File: src/rtl/game_pkg.sv
// Shared types and defaults for the score/match controller.
package game_pkg;

    typedef enum logic [2:0] {
        S_IDLE       = 3'd0,
        S_KICKOFF    = 3'd1,
        S_PLAY       = 3'd2,
        S_GOAL_PAUSE = 3'd3,
        S_GAME_OVER  = 3'd4
    } game_state_t;

    localparam logic [1:0] WIN_NONE = 2'b00;
    localparam logic [1:0] WIN_P1   = 2'b01;
    localparam logic [1:0] WIN_P2   = 2'b10;

    localparam int DEF_WIN_SCORE      = 7;
    localparam int DEF_KICKOFF_FRAMES = 60;
    localparam int DEF_PAUSE_FRAMES   = 120;
    localparam int DEF_FLASH_FRAMES   = 8;

    function automatic int max_int(input int a, input int b);
        return (a > b) ? a : b;
    endfunction

    // BCD digit increment that sticks at 9 instead of wrapping.
    function automatic logic [3:0] bcd_sat_inc(input logic [3:0] s);
        return (s >= 4'd9) ? 4'd9 : s + 4'd1;
    endfunction

endpackage

File: src/rtl/edge_detect.sv
// Registered rising-edge detector: rise is high while d=1 and last sample was 0.
module edge_detect (
    input  logic clk,
    input  logic reset_n,
    input  logic d,
    output logic rise
);

    logic prev;

    always_ff @(posedge clk or negedge reset_n) begin
        if (!reset_n) prev <= 1'b0;
        else          prev <= d;
    end

    assign rise = d & ~prev;

endmodule

File: src/rtl/score_controller.sv
// Match FSM for a two-player ball game: kickoff/play/goal-pause/game-over
// sequencing, BCD score registers and scorer digit flashing.
module score_controller
    import game_pkg::*;
#(
    parameter int WIN_SCORE      = DEF_WIN_SCORE,
    parameter int KICKOFF_FRAMES = DEF_KICKOFF_FRAMES,
    parameter int PAUSE_FRAMES   = DEF_PAUSE_FRAMES,
    parameter int FLASH_FRAMES   = DEF_FLASH_FRAMES
) (
    input  logic       clk,
    input  logic       reset_n,
    input  logic       frame_tick,
    input  logic       start_btn,
    input  logic       goal_left,
    input  logic       goal_right,
    output logic [3:0] score_p1,
    output logic [3:0] score_p2,
    output logic       blank_p1,
    output logic       blank_p2,
    output logic       freeze,
    output logic       ball_reset,
    output logic [1:0] winner,
    output logic [2:0] state
);

    localparam int CW = $clog2(max_int(PAUSE_FRAMES, KICKOFF_FRAMES) + 1);
    localparam int FW = $clog2(FLASH_FRAMES + 1);

    game_state_t   cur, nxt;
    logic [CW-1:0] frame_cnt;
    logic [FW-1:0] flash_cnt;
    logic          start_rise, left_rise, right_rise;
    logic          p1_goal, p2_goal, go_kick, scorer_p2;
    logic [3:0]    p1_inc, p2_inc;

    edge_detect u_start (.clk(clk), .reset_n(reset_n), .d(start_btn),  .rise(start_rise));
    edge_detect u_left  (.clk(clk), .reset_n(reset_n), .d(goal_left),  .rise(left_rise));
    edge_detect u_right (.clk(clk), .reset_n(reset_n), .d(goal_right), .rise(right_rise));

    // Simultaneous goals cancel out.
    assign p1_goal = right_rise & ~left_rise;
    assign p2_goal = left_rise & ~right_rise;
    assign p1_inc  = bcd_sat_inc(score_p1);
    assign p2_inc  = bcd_sat_inc(score_p2);

    always_ff @(posedge clk or negedge reset_n) begin
        if (!reset_n) cur <= S_IDLE;
        else          cur <= nxt;
    end

    always_comb begin
        nxt     = cur;
        go_kick = 1'b0;
        case (cur)
            S_IDLE: if (start_rise) begin
                nxt     = S_KICKOFF;
                go_kick = 1'b1;
            end
            S_KICKOFF: if (frame_tick && frame_cnt == CW'(KICKOFF_FRAMES - 1)) nxt = S_PLAY;
            S_PLAY: begin
                if (p1_goal)      nxt = (p1_inc == 4'(WIN_SCORE)) ? S_GAME_OVER : S_GOAL_PAUSE;
                else if (p2_goal) nxt = (p2_inc == 4'(WIN_SCORE)) ? S_GAME_OVER : S_GOAL_PAUSE;
            end
            S_GOAL_PAUSE: if (frame_tick && frame_cnt == CW'(PAUSE_FRAMES - 1)) begin
                nxt     = S_KICKOFF;
                go_kick = 1'b1;
            end
            S_GAME_OVER: if (start_rise) begin
                nxt     = S_KICKOFF;
                go_kick = 1'b1;
            end
            default: nxt = S_IDLE;
        endcase
    end

    always_ff @(posedge clk or negedge reset_n) begin
        if (!reset_n) begin
            score_p1   <= 4'd0;
            score_p2   <= 4'd0;
            blank_p1   <= 1'b0;
            blank_p2   <= 1'b0;
            ball_reset <= 1'b0;
            winner     <= WIN_NONE;
            frame_cnt  <= '0;
            flash_cnt  <= '0;
            scorer_p2  <= 1'b0;
        end else begin
            ball_reset <= go_kick;
            // A tick on the transition edge belongs to neither state.
            if (nxt != cur) begin
                frame_cnt <= '0;
                flash_cnt <= '0;
            end else if (frame_tick) begin
                if (cur == S_KICKOFF || cur == S_GOAL_PAUSE) frame_cnt <= frame_cnt + 1'b1;
                if (cur == S_GOAL_PAUSE || cur == S_GAME_OVER) begin
                    if (flash_cnt == FW'(FLASH_FRAMES - 1)) begin
                        flash_cnt <= '0;
                        if (scorer_p2) blank_p2 <= ~blank_p2;
                        else           blank_p1 <= ~blank_p1;
                    end else begin
                        flash_cnt <= flash_cnt + 1'b1;
                    end
                end
            end
            if (go_kick) begin
                blank_p1 <= 1'b0;
                blank_p2 <= 1'b0;
            end
            if (cur == S_PLAY) begin
                if (p1_goal) begin
                    score_p1  <= p1_inc;
                    scorer_p2 <= 1'b0;
                    if (p1_inc == 4'(WIN_SCORE)) winner <= WIN_P1;
                end else if (p2_goal) begin
                    score_p2  <= p2_inc;
                    scorer_p2 <= 1'b1;
                    if (p2_inc == 4'(WIN_SCORE)) winner <= WIN_P2;
                end
            end
            if (cur == S_GAME_OVER && start_rise) begin
                score_p1 <= 4'd0;
                score_p2 <= 4'd0;
                winner   <= WIN_NONE;
            end
        end
    end

    assign freeze = (cur != S_PLAY);
    assign state  = cur;

endmodule

File: config.mk
export PLATFORM = sky130hd
export DESIGN_NAME = score_controller
export DESIGN_NICKNAME = d
export VERILOG_FILES = /design/src/rtl/game_pkg.sv /design/src/rtl/edge_detect.sv /design/src/rtl/score_controller.sv
export SDC_FILE = /design/constraint.sdc
export NUM_CORES = 1
export LEC_CHECK = 0
export BUFFER_PORTS_ARGS = -buffer_cell sky130_fd_sc_hd__buf_2
export CORE_ASPECT_RATIO = 1.2
export CORE_UTILIZATION = 45
export DETAILED_ROUTE_END_ITERATION = 7
export GPL_ROUTABILITY_DRIVEN = 1
export PLACE_DENSITY = 0.67
export SYNTH_ARGS = -nofsm -noshare
export SYNTH_HDL_FRONTEND = slang
export SYNTH_SLANG_ARGS = --single-unit
File: constraint.sdc
create_clock -name clk -period 2 [get_ports clk]
set_input_delay 0.3 -clock clk [delete_from_list [all_inputs] [get_ports clk]]
set_output_delay 0.3 -clock clk [all_outputs]
set_load 0.01 [all_outputs]
==> results of run 1 <==
-- worst paths after layout --
kind / startpoint / endpoint / slack, ns / cells past startpoint
worst max register to register: score_p1[0] / blank_p2 / 0.0009 / 8
worst min-delay path: reset_n / score_p2[1] / 0.06 / 1
max in group asynchronous: reset_n / score_p1[0] / 1.44 / 1
worst min register to register: blank_p2 / blank_p2 / 0.48 / 1
min in group clk: goal_left / u_left.prev / 0.13 / 1
worst max-delay path: score_p1[0] / blank_p2 / 0.0009 / 8
-- metrics by stage --
step / setup TNS, ns / hold WS (ns) / power (W)
after detailed placement: -2.23 / 0.394 / 0.000941
after global routing: -0.934 / 0.111 / 0.00157
after global placement: -2.48 / 0.387 / 0.000936
after CTS: -0.0239 / 0.0783 / 0.00149
after floorplan: -0.530 / 0.00441 / 0.000856
final: 0 / 0.0597 / 0.00149
-- registers in the layout, summed over array words and instances (netlist names) --
register      flops
score_p1          4
frame_cnt         7
u_right.prev      1
u_left.prev       1
winner            2
u_start.prev      1
blank_p2          1
score_p2          4
flash_cnt         4
scorer_p2         1
state             3
ball_reset        1
blank_p1          1
-- metal layers --
layer	GRT usage, %	vias up
met5	0	-
met4	11.4	0
met3	5.35	9
met2	33.3	21
met1	24.7	744
li1	-	770
-- cells by family (layout without fill, tap and decap cells) --
group                    Yosys count  after routing  synth area share [%]
XOR/XNOR                           9              9                  4.23
AND/OR/NAND/NOR                   83             83                  25.0
AO/OA/AOI/OAI                     36             36                  14.6
flip-flops                        31             31                  41.7
adder cells (fa/ha/maj)           10             10                  6.72
buffers and inverters             17             67                  4.97
multiplexers                       5              5                  2.76
-- layout make-up --
class                      instances  area, um^2
fill                             345        1520
multi-input combinational        143        1120
sequential                        31         777
timing repair buffer              48         322
clock buffer                       8         100
tap                               54        67.6
inverter                          11        41.3
-- power groups by stage --
stage / Combinational, W / Sequential [W] / Clock [W]
5_1_grt: 0.000254 / 0.000728 / 0.000588
3_5_place_dp: 0.000208 / 0.000733 / 0
6_report: 0.000225 / 0.000721 / 0.000539
4_1_cts: 0.000210 / 0.000722 / 0.000560
2_1_floorplan: 0.000134 / 0.000722 / 0
3_3_place_gp: 0.000205 / 0.000731 / 0
-- repair_timing --
action                     in CTS  in global routing
setup endpoints to repair      13                 16
hold endpoints to repair        0                  0
gates resized for setup        10                 19
pin swaps                       3                  5
buffers inserted                0                  1
-- layout by cell type (no fill, tap or decap), drive strengths merged, types with 3 or more instances in the layout --
cell	instances
and4	3
nor3	4
nor2b	3
dfrtp	31
nor4b	3
and3b	3
ha	10
or3b	3
a21oi	10
xnor2	6
nand3	5
clkbuf	8
inv	11
nand2	14
o21ai	6
buf	48
xor2	3
mux2i	4
nor3b	3
nor2	27
==> flow_metrics.tcl, run 1 <==
set metrics [dict create \
    antenna_found_initial 0 \
    synth_top_area_cell "dfrtp_1" \
    antennaDiodeCount 0 \
    synthCells 191 \
    clock_power_share_pct 36.3 \
    htreeDepth 2 \
    wl_met2_mm 2.03 \
    fmax_mhz 500 \
    synthTopCellsByArea "dfrtp_1 (42%), ha_1 (6.7%), nor2_1 (5.4%)" \
    fin_crit_ns 2.00 \
    final_util_pct 61.5 \
    power.switching_w 0.000388 \
    insertion_delay_ns 0.29 \
    worstPathArrival_ns 2.20 \
    pwr-share-seq_pct 48.6 \
    wl_mm 3.91 \
    synth-edff-count 0 \
    ir_drop_v 0.000473 \
    nNetsFinal 256 \
    hold_class "primary input to async pin" \
    setup_viol 0 \
    drc_errors 0 \
    dpl.cell_count 286 \
    powerDensity_nw_per_um2 613 \
    die_height_um 72.5 \
    hold_viol 0 \
    skew_ns 0.00720 \
    layout-drive-gt1-share_pct 39.0 \
    leakage_nw 1.12 \
    p_comb_share_pct 15.1 \
    cts_buffer_depth 2 \
    clkSlewWorstSetupHoldPaths_ns 0.07 \
    p_int_w 0.00110 \
    path_cells "inv_1 > ha_4 > or3b_4 > o21ba_4 > a211o_4 > buf_6 > nand2_2 > mux2i_1" \
    grt_max_degree 32 \
    status "finished clean" \
    synthMostInstantiatedCell "dfrtp_1" \
    synth_nets 207 \
    wl_per_cell_um 13.2 \
    synth.avg_cell_area_um2 9.75 \
    ys_types 54 \
    fin_crit_sh_pct 100 \
    rsz0062_at_grt "yes" \
    grt_pass1_wl_mm 6.73 \
    fin_cells 295 \
    syn-cell-area_um2 1860 \
    ioPinCount 23 \
    synth_top_area_share_pct 41.7 \
    synthArstFlopShare_pct 100 \
    ant_nets 0 \
    fin_area_um2 2420 \
    cp_max_fo 4 \
    tightestPinTransition_ns 0.708 \
    ys_warn_count 0 \
    grt_usage_pct 20.7 \
    die_x_um 60.7 \
    switching_share_pct 26.1 \
    synth_common_cells "dfrtp_1 (31), nor2_1 (27), nand2_1 (14)" \
    first_global_vias 1525 \
    place_congestion 0.838 \
    crit_buf_inv 2 \
    clock_sinks 31 \
    cts_tree "built" \
    postCtsHoldBufs 0 \
    placed_area_um2 2200 \
    cp.required_ns 2.20 \
    timing.slew.headroom_pct 52.8 \
    dr.max_layer_used "met4" \
    portBuffers 22 \
    row_count 25 \
    core_area_um2 3940 \
    syn_to_final_growth_pct 30.2 \
    met1_length_mm 1.66 \
    ys_ff_latch 31 \
    end_kind "register" \
    slowest_stage "or3b_4" \
    firstDrtPassIters 4 \
    setup_slack_ns 0.000892 \
    die-area_um2 4400 \
    cts-buffers-inserted 5 \
    ys_seq_area_share_pct 41.7 \
    start_util_pct 47.2 \
    start_kind "register" \
    slowest_delay_ns 0.38 \
    synth_ff_type "dfrtp_1" \
    critPathKind "register to register" \
    slew_violations 0 \
    critical-path-top-delay-family "compound AO/OA/AOI/OAI gates" \
    num_vias 1544 \
    cts_root_buffer "clkbuf_8" \
    met3_length_um 114 \
    post-place-ws_ns -0.217 \
    via_per_inst 5.23 \
    grt_overflow 0 \
    drv_cap 0 \
    place_hpwl_mm 2.74 \
    drt-initial-drc-count 56 \
]
Note: power is estimated with default switching activity, not from simulation.
==> run 2, diff against run 1 <==
--- a/config.mk
+++ b/config.mk
@@ -10,6 +10,7 @@
 export CORE_UTILIZATION = 45
 export DETAILED_ROUTE_END_ITERATION = 7
 export GPL_ROUTABILITY_DRIVEN = 1
+export MAX_ROUTING_LAYER = met4
 export PLACE_DENSITY = 0.67
 export SYNTH_ARGS = -nofsm -noshare
 export SYNTH_HDL_FRONTEND = slang
==> run 2 against run 1 <==
  * Global-route usage rose by 0.60 points
  * Wire length rose by 0.13%
  * Sequential power barely moved
  * First-iteration DRC count rose by 1.8%
  * Core utilization did not move
  * Critical path depth did not move
  * Die area did not move
  * Register-to-register slack barely moved
  * Sequential share of layout area did not move
  * Fmax barely moved
  * Final cell count did not move
  * Power barely moved
==> flow_metrics.tcl, run 2 (same netlist as run 1, synthesis figures left out) <==
set metrics [dict create \
    fmax_mhz 500 \
    clock_power_share_pct 36.3 \
    reg2regPathDepth 8 \
    hold_viol 0 \
    worstPathArrival_ns 2.20 \
    post-place-ws_ns -0.217 \
    fin_crit_sh_pct 99.9 \
    hold_class "primary input to async pin" \
    syn_to_final_growth_pct 30.2 \
    cts_tree "built" \
    critPathKind "register to register" \
    nNetsFinal 256 \
    core_area_um2 3940 \
    antennaDiodeCount 0 \
    drc_errors 0 \
    powerDensity_nw_per_um2 613 \
    cts_buffer_depth 2 \
    end_kind "register" \
    status "finished clean" \
    place_hpwl_mm 2.74 \
    timing.rr.end "blank_p2" \
    grt_usage_pct 21.3 \
    insertion_delay_ns 0.29 \
    via_per_inst 5.24 \
    slowest_stage "or3b_4" \
    path_cells "inv_1 > ha_4 > or3b_4 > o21ba_4 > a211o_4 > buf_6 > nand2_2 > mux2i_1" \
    fin_area_um2 2420 \
    die_height_um 72.5 \
    setup_viol 0 \
    rsz0062_at_grt "yes" \
    drv_cap 0 \
    cp-endpoint "blank_p2" \
    pwr-share-seq_pct 48.5 \
    row_count 25 \
    cp_max_fo 4 \
    grt_pass1_wl_mm 6.73 \
    whs_ns 0.0594 \
    slowest_delay_ns 0.38 \
    setup_slack_ns 0.00146 \
    regMostFlops "frame_cnt" \
    cts_root_buffer "clkbuf_8" \
    cp.required_ns 2.20 \
    tightestPinTransition_ns 0.707 \
    use_met1_pct 24.9 \
    grt_overflow 0 \
    grtUsageMet3_pct 5.17 \
    layout-drive-gt1-share_pct 39.0 \
    portBuffers 22 \
    cts-buffers-inserted 5 \
    grt_busiest_layer "met2" \
    first_global_vias 1527 \
    num_vias 1545 \
    wl_per_cell_um 13.3 \
    timing.slew.headroom_pct 52.8 \
    start_util_pct 47.2 \
    firstDrtPassIters 4 \
    die_x_um 60.7 \
    layout_commonest_cell "dfrtp_1" \
    antenna_found_initial 0 \
    leakage_nw 1.12 \
    largest_register_ffs 7 \
    fin_cells 295 \
    wl_mm 3.91 \
    dpl.cell_count 286 \
    rrSetupSlack_ns 0.001 \
    final_util_pct 61.5 \
    ir_drop_v 0.000473 \
    ioPinCount 23 \
    fin_crit_ns 2.00 \
    start_kind "register" \
    die-area_um2 4400 \
    drt-initial-drc-count 57 \
    timing.rr.start "score_p1[0]" \
    clkSlewWorstSetupHoldPaths_ns 0.07 \
    slew_violations 0 \
    switching_share_pct 26.1 \
    p_comb_share_pct 15.1 \
    grt_use_met2_pct 33.3 \
    clock_sinks 31 \
    htreeDepth 2 \
    placed_area_um2 2200 \
    power.switching_w 0.000389 \
    ant_nets 0 \
    grt_max_degree 32 \
    startpoint "score_p1[0]" \
    layout_common_cells "dfrtp_1 (30), buf_4 (24), buf_2 (22), nor2_1 (19), nand2_1 (12)" \
    skew_ns 0.00720 \
    fillers 345 \
    place_congestion 0.851 \
    p_int_w 0.00110 \
]
-- run 2: cell counts in the layout (fill, tap and decap cells not counted) --
No cell type changed its count.
-- run 2: worst max-delay path, delay by kind of cell, from the launching register on --
family,cells,cell delay [ns]
simple gates,2,0.43
mux,1,0.18
buf+inv,2,0.19
compound gates,2,0.51
fa+ha+maj,1,0.26
flops,1,0.35
-- run 2: how the worst min path moves through the flow --
| stage | start | to | slack (ns) | cells after the start |
|---|---|---|---|---|
| 2_1_floorplan | reset_n | ball_reset | 0.004 | 0 |
| 6_report | reset_n | score_p2[1] | 0.06 | 1 |
| 4_1_cts | reset_n | score_p2[2] | 0.08 | 1 |
| 5_1_grt | reset_n | score_p2[1] | 0.11 | 1 |
| 3_3_place_gp | reset_n | score_p2[1] | 0.39 | 1 |
| 3_5_place_dp | reset_n | score_p2[2] | 0.39 | 1 |
-- run 2: power by group through the flow --
stage	Sequential, W	Combinational (W)	Clock, W
finish	0.000721	0.000225	0.000540
global route	0.000728	0.000254	0.000588
CTS	0.000722	0.000210	0.000560
detailed placement	0.000733	0.000208	0
global placement	0.000731	0.000205	0
floorplan	0.000722	0.000134	0
-- run 2: metrics by stage --
stage                     TNS [ns]  total power (W)
final                            0          0.00149
after floorplan             -0.530         0.000856
after CTS                  -0.0239          0.00149
after detailed placement     -2.23         0.000941
after global placement       -2.48         0.000936
after global routing        -0.934          0.00157
-- run 2: final cells by class --
class	count	area, um^2	share of cell area, %
well taps	54	67.6	2.79
clock buffers	8	100	4.13
flip-flops and latches	31	777	32.1
multi-input cells	143	1120	46.1
inverters	11	41.3	1.70
repair buffers	48	322	13.3
-- run 2: per-layer routing --
layer / vias up / part of all wire (%)
met3: 9 / 2.8
met5: - / 0
met1: 744 / 43
met4: 0 / 2.4
met2: 21 / 52
li1: 771 / -
-- run 2: repair_timing --
action	CTS	global route
pin swaps	3	5
resized for setup	10	19
setup endpoints to repair	13	16
setup buffers	0	1
hold buffers	0	0
